**src/rtl/atm_txn_arbiter.sv**
```systemverilog
// atm_txn_arbiter: round-robin arbiter that sequences ATM transactions from N_TERM terminals
// against one shared account database (PIN + balance). One transaction is in flight at a time.
// Define ATM_LOCKOUT_EN to add a per-account saturating wrong-PIN lockout counter.
module atm_txn_arbiter #(
    parameter int unsigned N_TERM    = 4,
    parameter int unsigned N_ACC     = 10,
    parameter int unsigned ACC_W     = 4,
    parameter int unsigned PIN_W     = 14,
    parameter int unsigned AMT_W     = 16,
    parameter int unsigned BAL_W     = 32,
    parameter int unsigned MAX_TRIES = 3
) (
    input  logic                      clk,
    input  logic                      rst,
    input  logic [N_TERM-1:0]         req,
    input  logic [N_TERM*3-1:0]       req_op,
    input  logic [N_TERM*ACC_W-1:0]   req_acc,
    input  logic [N_TERM*PIN_W-1:0]   req_pin,
    input  logic [N_TERM*PIN_W-1:0]   req_new_pin,
    input  logic [N_TERM*AMT_W-1:0]   req_amount,
    output logic [N_TERM-1:0]         gnt,
    output logic [N_TERM-1:0]         done,
    output logic                      resp_success,
    output logic [2:0]                resp_code,
    output logic [BAL_W-1:0]          resp_balance,
    output logic [ACC_W-1:0]          db_addr,
    output logic                      db_rd_en,
    input  logic [PIN_W-1:0]          db_rdata_pin,
    input  logic [BAL_W-1:0]          db_rdata_bal,
    output logic                      db_wr_en,
    output logic [PIN_W-1:0]          db_wdata_pin,
    output logic [BAL_W-1:0]          db_wdata_bal
);

    localparam int unsigned TERM_W = (N_TERM > 1) ? $clog2(N_TERM) : 1;

    localparam logic [2:0] StIdle  = 3'd0;
    localparam logic [2:0] StRead  = 3'd1;
    localparam logic [2:0] StCheck = 3'd2;
    localparam logic [2:0] StWrite = 3'd3;
    localparam logic [2:0] StResp  = 3'd4;

    localparam logic [2:0] OpBal = 3'd3;
    localparam logic [2:0] OpWdr = 3'd4;
    localparam logic [2:0] OpDep = 3'd5;
    localparam logic [2:0] OpPin = 3'd6;

    localparam logic [2:0] CodeOk       = 3'd0;
    localparam logic [2:0] CodeBadAcc   = 3'd1;
    localparam logic [2:0] CodeBadPin   = 3'd2;
    localparam logic [2:0] CodeInsuff   = 3'd3;
    localparam logic [2:0] CodeBadOp    = 3'd4;
    localparam logic [2:0] CodeSamePin  = 3'd5;
    localparam logic [2:0] CodeLocked   = 3'd6;
    localparam logic [2:0] CodeOverflow = 3'd7;

    localparam logic [ACC_W-1:0] AccMax = ACC_W'(N_ACC);

    // State and captured transaction
    logic [2:0]        state_q, state_d;
    logic [TERM_W-1:0] rr_ptr_q, rr_ptr_d;
    logic [TERM_W-1:0] sel_q, sel_d;
    logic [N_TERM-1:0] gnt_q, gnt_d;
    logic [2:0]        op_q, op_d;
    logic [ACC_W-1:0]  acc_q, acc_d;
    logic [PIN_W-1:0]  pin_q, pin_d;
    logic [PIN_W-1:0]  new_pin_q, new_pin_d;
    logic [AMT_W-1:0]  amount_q, amount_d;
    logic [PIN_W-1:0]  wpin_q, wpin_d;
    logic [BAL_W-1:0]  wbal_q, wbal_d;
    logic              resp_success_q, resp_success_d;
    logic [2:0]        resp_code_q, resp_code_d;
    logic [BAL_W-1:0]  resp_balance_q, resp_balance_d;

    // Arbitration
    int unsigned       arb_idx;
    logic              arb_found;
    logic [TERM_W-1:0] arb_sel;
    logic [N_TERM-1:0] arb_gnt;
    logic [2:0]        cap_op;
    logic [ACC_W-1:0]  cap_acc;
    logic [PIN_W-1:0]  cap_pin;
    logic [PIN_W-1:0]  cap_new_pin;
    logic [AMT_W-1:0]  cap_amount;
    logic              cap_acc_ok;
    logic              cap_op_ok;

    // Check stage
    logic              pin_bad;
    logic              locked;
    logic [BAL_W-1:0]  amt_ext;
    logic [BAL_W:0]    dep_sum;
    logic [2:0]        chk_code;
    logic [BAL_W-1:0]  chk_bal;
    logic              chk_write;
    logic [PIN_W-1:0]  chk_wpin;
    logic [BAL_W-1:0]  chk_wbal;

    // Round-robin search: first set request at or above rr_ptr, wrapping.
    always_comb begin
        arb_found = 1'b0;
        arb_sel   = '0;
        arb_idx   = 0;
        for (int unsigned i = 0; i < N_TERM; i++) begin
            arb_idx = ({{(32 - TERM_W){1'b0}}, rr_ptr_q} + i) % N_TERM;
            if (!arb_found && req[TERM_W'(arb_idx)]) begin
                arb_found = 1'b1;
                arb_sel   = TERM_W'(arb_idx);
            end
        end
    end

    // Mux the selected terminal's fields and build the one-hot grant.
    always_comb begin
        cap_op      = '0;
        cap_acc     = '0;
        cap_pin     = '0;
        cap_new_pin = '0;
        cap_amount  = '0;
        arb_gnt     = '0;
        for (int unsigned k = 0; k < N_TERM; k++) begin
            if (arb_sel == TERM_W'(k)) begin
                cap_op      = req_op[k*3 +: 3];
                cap_acc     = req_acc[k*ACC_W +: ACC_W];
                cap_pin     = req_pin[k*PIN_W +: PIN_W];
                cap_new_pin = req_new_pin[k*PIN_W +: PIN_W];
                cap_amount  = req_amount[k*AMT_W +: AMT_W];
                arb_gnt[k]  = arb_found;
            end
        end
    end

    assign cap_acc_ok = (cap_acc != '0) && (cap_acc <= AccMax);
    assign cap_op_ok  = (cap_op >= OpBal) && (cap_op <= OpPin);

    assign pin_bad = (db_rdata_pin != pin_q);
    assign amt_ext = {{(BAL_W - AMT_W){1'b0}}, amount_q};
    assign dep_sum = {1'b0, db_rdata_bal} + {1'b0, amt_ext};

`ifdef ATM_LOCKOUT_EN
    localparam int unsigned CNT_W = $clog2(MAX_TRIES + 1);
    localparam logic [CNT_W-1:0] CntMax = CNT_W'(MAX_TRIES);

    logic [CNT_W-1:0] lock_cnt_q [N_ACC];
    logic [CNT_W-1:0] lock_cnt_d [N_ACC];
    logic [ACC_W-1:0] acc_idx;

    assign acc_idx = acc_q - ACC_W'(1);
    assign locked  = (lock_cnt_q[acc_idx] == CntMax);

    // Wrong PIN bumps the count; a correct PIN below the limit clears it. Locked accounts freeze.
    always_comb begin
        lock_cnt_d = lock_cnt_q;
        if ((state_q == StCheck) && !locked) begin
            if (pin_bad) begin
                lock_cnt_d[acc_idx] = lock_cnt_q[acc_idx] + CNT_W'(1);
            end else begin
                lock_cnt_d[acc_idx] = '0;
            end
        end
    end

    // Lockout counters, cleared only by reset.
    always_ff @(posedge clk) begin
        if (!rst) begin
            for (int i = 0; i < N_ACC; i++) begin
                lock_cnt_q[i] <= '0;
            end
        end else begin
            lock_cnt_q <= lock_cnt_d;
        end
    end
`else
    assign locked = 1'b0;
`endif

    // Evaluate the op against the record read from the database.
    always_comb begin
        chk_code  = CodeOk;
        chk_bal   = '0;
        chk_write = 1'b0;
        chk_wpin  = db_rdata_pin;
        chk_wbal  = db_rdata_bal;
        if (locked) begin
            chk_code = CodeLocked;
        end else if (pin_bad) begin
            chk_code = CodeBadPin;
        end else begin
            case (op_q)
                OpBal: chk_bal = db_rdata_bal;
                OpWdr: begin
                    if (amt_ext > db_rdata_bal) begin
                        chk_code = CodeInsuff;
                    end else begin
                        chk_write = 1'b1;
                        chk_wbal  = db_rdata_bal - amt_ext;
                    end
                end
                OpDep: begin
                    if (dep_sum[BAL_W]) begin
                        chk_code = CodeOverflow;
                    end else begin
                        chk_write = 1'b1;
                        chk_wbal  = dep_sum[BAL_W-1:0];
                    end
                end
                OpPin: begin
                    if (new_pin_q == db_rdata_pin) begin
                        chk_code = CodeSamePin;
                    end else begin
                        chk_write = 1'b1;
                        chk_wpin  = new_pin_q;
                    end
                end
                default: chk_code = CodeBadOp;
            endcase
        end
    end

    // Transaction FSM next-state and captured-data updates.
    always_comb begin
        state_d        = state_q;
        rr_ptr_d       = rr_ptr_q;
        sel_d          = sel_q;
        gnt_d          = gnt_q;
        op_d           = op_q;
        acc_d          = acc_q;
        pin_d          = pin_q;
        new_pin_d      = new_pin_q;
        amount_d       = amount_q;
        wpin_d         = wpin_q;
        wbal_d         = wbal_q;
        resp_success_d = resp_success_q;
        resp_code_d    = resp_code_q;
        resp_balance_d = resp_balance_q;
        case (state_q)
            StIdle: begin
                if (arb_found) begin
                    sel_d     = arb_sel;
                    gnt_d     = arb_gnt;
                    op_d      = cap_op;
                    acc_d     = cap_acc;
                    pin_d     = cap_pin;
                    new_pin_d = cap_new_pin;
                    amount_d  = cap_amount;
                    if (!cap_acc_ok) begin
                        state_d        = StResp;
                        resp_code_d    = CodeBadAcc;
                        resp_success_d = 1'b0;
                        resp_balance_d = '0;
                    end else if (!cap_op_ok) begin
                        state_d        = StResp;
                        resp_code_d    = CodeBadOp;
                        resp_success_d = 1'b0;
                        resp_balance_d = '0;
                    end else begin
                        state_d = StRead;
                    end
                end
            end
            StRead: state_d = StCheck;
            StCheck: begin
                if (chk_write) begin
                    state_d = StWrite;
                    wpin_d  = chk_wpin;
                    wbal_d  = chk_wbal;
                end else begin
                    state_d        = StResp;
                    resp_code_d    = chk_code;
                    resp_success_d = (chk_code == CodeOk);
                    resp_balance_d = chk_bal;
                end
            end
            StWrite: begin
                // Written balance is also the reported one (unchanged balance for a PIN change).
                state_d        = StResp;
                resp_code_d    = CodeOk;
                resp_success_d = 1'b1;
                resp_balance_d = wbal_q;
            end
            StResp: begin
                state_d  = StIdle;
                gnt_d    = '0;
                rr_ptr_d = (sel_q == TERM_W'(N_TERM - 1)) ? '0 : sel_q + TERM_W'(1);
            end
            default: state_d = StIdle;
        endcase
    end

    // State registers with synchronous active-low reset; reset aborts any transaction.
    always_ff @(posedge clk) begin
        if (!rst) begin
            state_q        <= StIdle;
            rr_ptr_q       <= '0;
            sel_q          <= '0;
            gnt_q          <= '0;
            op_q           <= '0;
            acc_q          <= '0;
            pin_q          <= '0;
            new_pin_q      <= '0;
            amount_q       <= '0;
            wpin_q         <= '0;
            wbal_q         <= '0;
            resp_success_q <= 1'b0;
            resp_code_q    <= '0;
            resp_balance_q <= '0;
        end else begin
            state_q        <= state_d;
            rr_ptr_q       <= rr_ptr_d;
            sel_q          <= sel_d;
            gnt_q          <= gnt_d;
            op_q           <= op_d;
            acc_q          <= acc_d;
            pin_q          <= pin_d;
            new_pin_q      <= new_pin_d;
            amount_q       <= amount_d;
            wpin_q         <= wpin_d;
            wbal_q         <= wbal_d;
            resp_success_q <= resp_success_d;
            resp_code_q    <= resp_code_d;
            resp_balance_q <= resp_balance_d;
        end
    end

    assign gnt          = gnt_q;
    assign done         = (state_q == StResp) ? gnt_q : '0;
    assign resp_success = resp_success_q;
    assign resp_code    = resp_code_q;
    assign resp_balance = resp_balance_q;
    assign db_rd_en     = (state_q == StRead);
    assign db_wr_en     = (state_q == StWrite);
    // Address only driven while the database is being accessed.
    assign db_addr      = (db_rd_en || db_wr_en) ? acc_q - ACC_W'(1) : '0;
    assign db_wdata_pin = wpin_q;
    assign db_wdata_bal = wbal_q;

endmodule
```
**config.mk**
```make
export PLATFORM = sky130hd
export DESIGN_NAME = atm_txn_arbiter
export DESIGN_NICKNAME = d
export VERILOG_FILES = /design/src/rtl/atm_txn_arbiter.sv
export SDC_FILE = /design/constraint.sdc
export NUM_CORES = 1
export LEC_CHECK = 0
export ABC_AREA = 1
export BUFFER_PORTS_ARGS = -buffer_cell sky130_fd_sc_hd__buf_2
export CAP_MARGIN = 20
export CORE_ASPECT_RATIO = 0.9
export CORE_MARGIN = 4
export CORE_UTILIZATION = 25
export CTS_CLUSTER_SIZE = 10
export DETAILED_ROUTE_END_ITERATION = 7
export GPL_TIMING_DRIVEN = 0
export PLACE_DENSITY = 0.5
export SKIP_CTS_REPAIR_TIMING = 1
export SYNTH_ARGS = -nofsm -noshare
export SYNTH_HDL_FRONTEND = slang
export SYNTH_SLANG_ARGS = --single-unit
```
**constraint.sdc**
```tcl
create_clock -name clk -period 3.6 [get_ports clk]
set_input_delay 0.72 -clock clk [delete_from_list [all_inputs] [get_ports clk]]
set_output_delay 0.72 -clock clk [all_outputs]
set_load 0.02 [all_outputs]
```
==> results.md <==
- NetSw: 6710 µW
- Initial Util: 0.252
- Post-route antenna net violation count: 0
- Post-synth top area share: 0.252
- Die Wd: 234 µm
- Synth top cells by count: 397 x nand2_1, 252 x inv_1, 184 x nor2_1
- Die area: 49300 µm²
- Gr ovfl total: 0
- Tightest Pin Transition: 0.922 ns
- R2R Path Start: amount_q[15]$_SDFFE_PN0P_
- Reg clk slew, reported paths: 0.07 ns
- Yosys warning count: 0
- Outcome: finished, final reports clean
- Core Area: 45400 µm²
- H-Tree Depth: 4
- Cell count after synthesis: 1865
- Setup violations, final: 0
- Worst Path Required: 3.92 ns
- Vias in the first global route: 14000
- Synthesized area per cell: 6.14 µm²
- Ports: 352
- Share of layout cells above drive strength 1: 0.214
- Crit path DAT: 3.76 ns
- Final core occ: 0.324
- Slew Limit Fails: 0
- Drt first pass iters: 5
- Crit path kind: in -> reg
- Clock Power Share: 0.147
- First-pass GRT wire length: 84.5 mm
- Max cap viols: 0
- Synth Flop Type: dfxtp_1
- Synth async-reset ratio: 0
- Largest net degree at the start of global routing: 17
- Fin crit share: 0.955
- Clock Skews: 0.0180 ns
- CTS tree: built
- Site row count: 74
- EDFF count, synth: 0
- # nets final: 2519
- Max Buffers Root-to-Sink: 2
- Tot GR Track Use: 0.225
- Comb pwr share: 0.668
- Root buf cell: clkbuf_16
- Syn Nets: 2157
- Routability cong.: 0.927
- Die Y: 211 µm
- Worst r2r path cells: 18
- Total Wirelength: 57.7 mm
- Routed len/inst: 20.2 µm
- Sequential share of the synthesized area: 0.252
- Post-Place Cell Area: 13900 µm²
- Sequential Area: 2880 µm²
- Area of the multi-input gates: 7200 µm²
- PD cells: 846 nW/µm²
- P&R area growth vs syn: 28.2%
- Max_slew headroom: 0.383
- Fillcell total: 5196
- Hold path endpoint: pin_q[11]$_SDFFE_PN0P_
- R2R setup slack: 0.25 ns
- Num CTS Buffers: 17
- Sw Share: 0.540
- Mapped Area: 11500 µm²
- Hold Crit Class: reg -> reg
- Yosys reg bits: 144
- Hold Violations, Final: 0
- DR vias/cell: 5.02
- R2R Path End: db_wdata_bal[12]$_SDFFE_PN0P_
- DP HPWL: 48.3 mm
- Most frequent cell after synthesis: nand2_1
- DRT iter0 DRCs: 1063
- Fin area: 14700 µm²
- IR drop worst, VDD: 0.000485 V
- Sequential power share: 0.185
- Leakage power: 0.00686 µW
- Initial antenna violation count: 8
- Area contributors post-synth: dfxtp_1 25%, nand2_1 13%, inv_1 8.3%
- Netlist cell types: 52
- Worst-Skew Late Latency: 0.45 ns
- Crit path max fanout: 10
- Fmax: 291 MHz
- Int Power: 5710 µW
- Tmin final: 3.44 ns
- Via Count: 14300
- Final cell count without fillers: 2852
- Worst hold path depth: 2
- Synth area leader: dfxtp_1
- Critical Path Source Type: input pin
- Hold_sp: pin_q[11]$_SDFFE_PN0P_
- Placed cells: 2813
- PortBufs: 340
- TritonCTS Sinks: 144
- DRC: 0
- CP Capture Type: register
[layout make-up]
cell class	instances	area share
antenna	4	0.000681
clock inverter	15	0.0112
sequential	144	0.196
tap	608	0.0518
multi-input combinational	1343	0.490
inverter	266	0.0681
timing repair buffer	343	0.118
buffer	112	0.0349
clock buffer	17	0.0290
[power by group through the flow]
stage                     Clock, µW  Sequential [µW]  Combinational (µW)
after floorplan                   0             2370                5580
after global placement            0             2330                8160
after detailed placement          0             2330                8200
after CTS                      1870             2300                8240
after global routing           1930             2340                9320
final                          1830             2300                8300
[state kept, by name (all words and copies together), names as in the netlist, 3 cells and up]
name	count
acc_q	4
resp_balance	32
db_wdata_bal	32
op_q	3
resp_code	3
gnt	4
pin_q	14
state_q	3
amount_q	16
db_wdata_pin	14
new_pin_q	14
[how the worst max path moves through the flow]
stage,from,to,slack [ns],cells past startpoint
2_1_floorplan,db_rdata_bal[0],resp_balance[30]$_SDFFE_PN0P_,0.31,22
3_3_place_gp,db_rdata_bal[0],resp_success$_SDFFE_PN0P_,-0.93,23
3_5_place_dp,db_rdata_bal[0],resp_success$_SDFFE_PN0P_,-0.97,23
4_1_cts,db_rdata_bal[0],resp_success$_SDFFE_PN0P_,-0.50,23
5_1_grt,db_rdata_bal[0],db_wdata_bal[14]$_SDFFE_PN0P_,-0.04,23
6_report,db_rdata_bal[0],db_wdata_bal[10]$_SDFFE_PN0P_,0.16,22
[per-layer routing]
metal	routed length (µm)	global-route usage	up-vias
met4	1970	0.0766	10
li1	-	-	6988
met5	59	0	-
met1	25000	0.292	6646
met2	25700	0.364	576
met3	4880	0.0589	96
[critical path: stages]
cell	delay, ns
clkbuf_4	0.16
inv_1	0.07
ha_1	0.24
inv_1	0.10
fa_1	0.37
nand2_1	0.12
o21ai_2	0.09
nand2_1	0.08
nand3_2	0.16
nand2_1	0.12
nand2_2	0.11
nand2_2	0.13
nand3_4	0.13
nand2_4	0.13
nand2_1	0.09
inv_1	0.08
nand2_2	0.10
nand3_4	0.20
inv_4	0.08
buf_2	0.20
o21ai_0	0.18
nor2_1	0.06
[cell families after synthesis]
family	Yosys count	share of synthesized area
adder cells (fa/ha/maj)	36	0.0406
XOR/XNOR	33	0.0252
AND/OR/NAND/NOR	821	0.313
buffers and inverters	378	0.130
AO/OA/AOI/OAI	453	0.240
flip-flops	144	0.252
[layout by cell type (no fill, tap or decap), types with 5 or more instances in the layout]
cell	instances
buf_2	356
nand2_1	390
nor2_1	183
o21ai_1	23
clkbuf_4	6
o211ai_1	26
nand4_1	70
ha_1	34
a22oi_1	31
nand2_2	10
a221oi_1	9
a21oi_1	107
a22o_1	12
nor3_1	29
xnor2_1	7
o22ai_1	10
nand3_1	86
a21o_1	5
or2_2	18
clkbuf_1	72
o21ai_0	127
buf_4	14
dfxtp_1	143
xor2_1	26
inv_2	11
inv_1	251
inv_6	7
clkbuf_16	17
a221o_1	19
a31oi_1	58
[per-stage QoR]
stage | total power, µW | setup TNS [ns] | worst slack [ns] | hold WS, ns
5_1_grt | 13600 | -0.529 | -0.0358 | 0.502
3_3_place_gp | 10500 | -68.08 | -0.931 | 0.477
2_1_floorplan | 7950 | 0 | 0.309 | 0.454
6_report | 12400 | 0 | 0.161 | 0.488
4_1_cts | 12400 | -31.48 | -0.498 | 0.487
3_5_place_dp | 10500 | -71.72 | -0.974 | 0.477
Power figures use the tool's default switching activity.
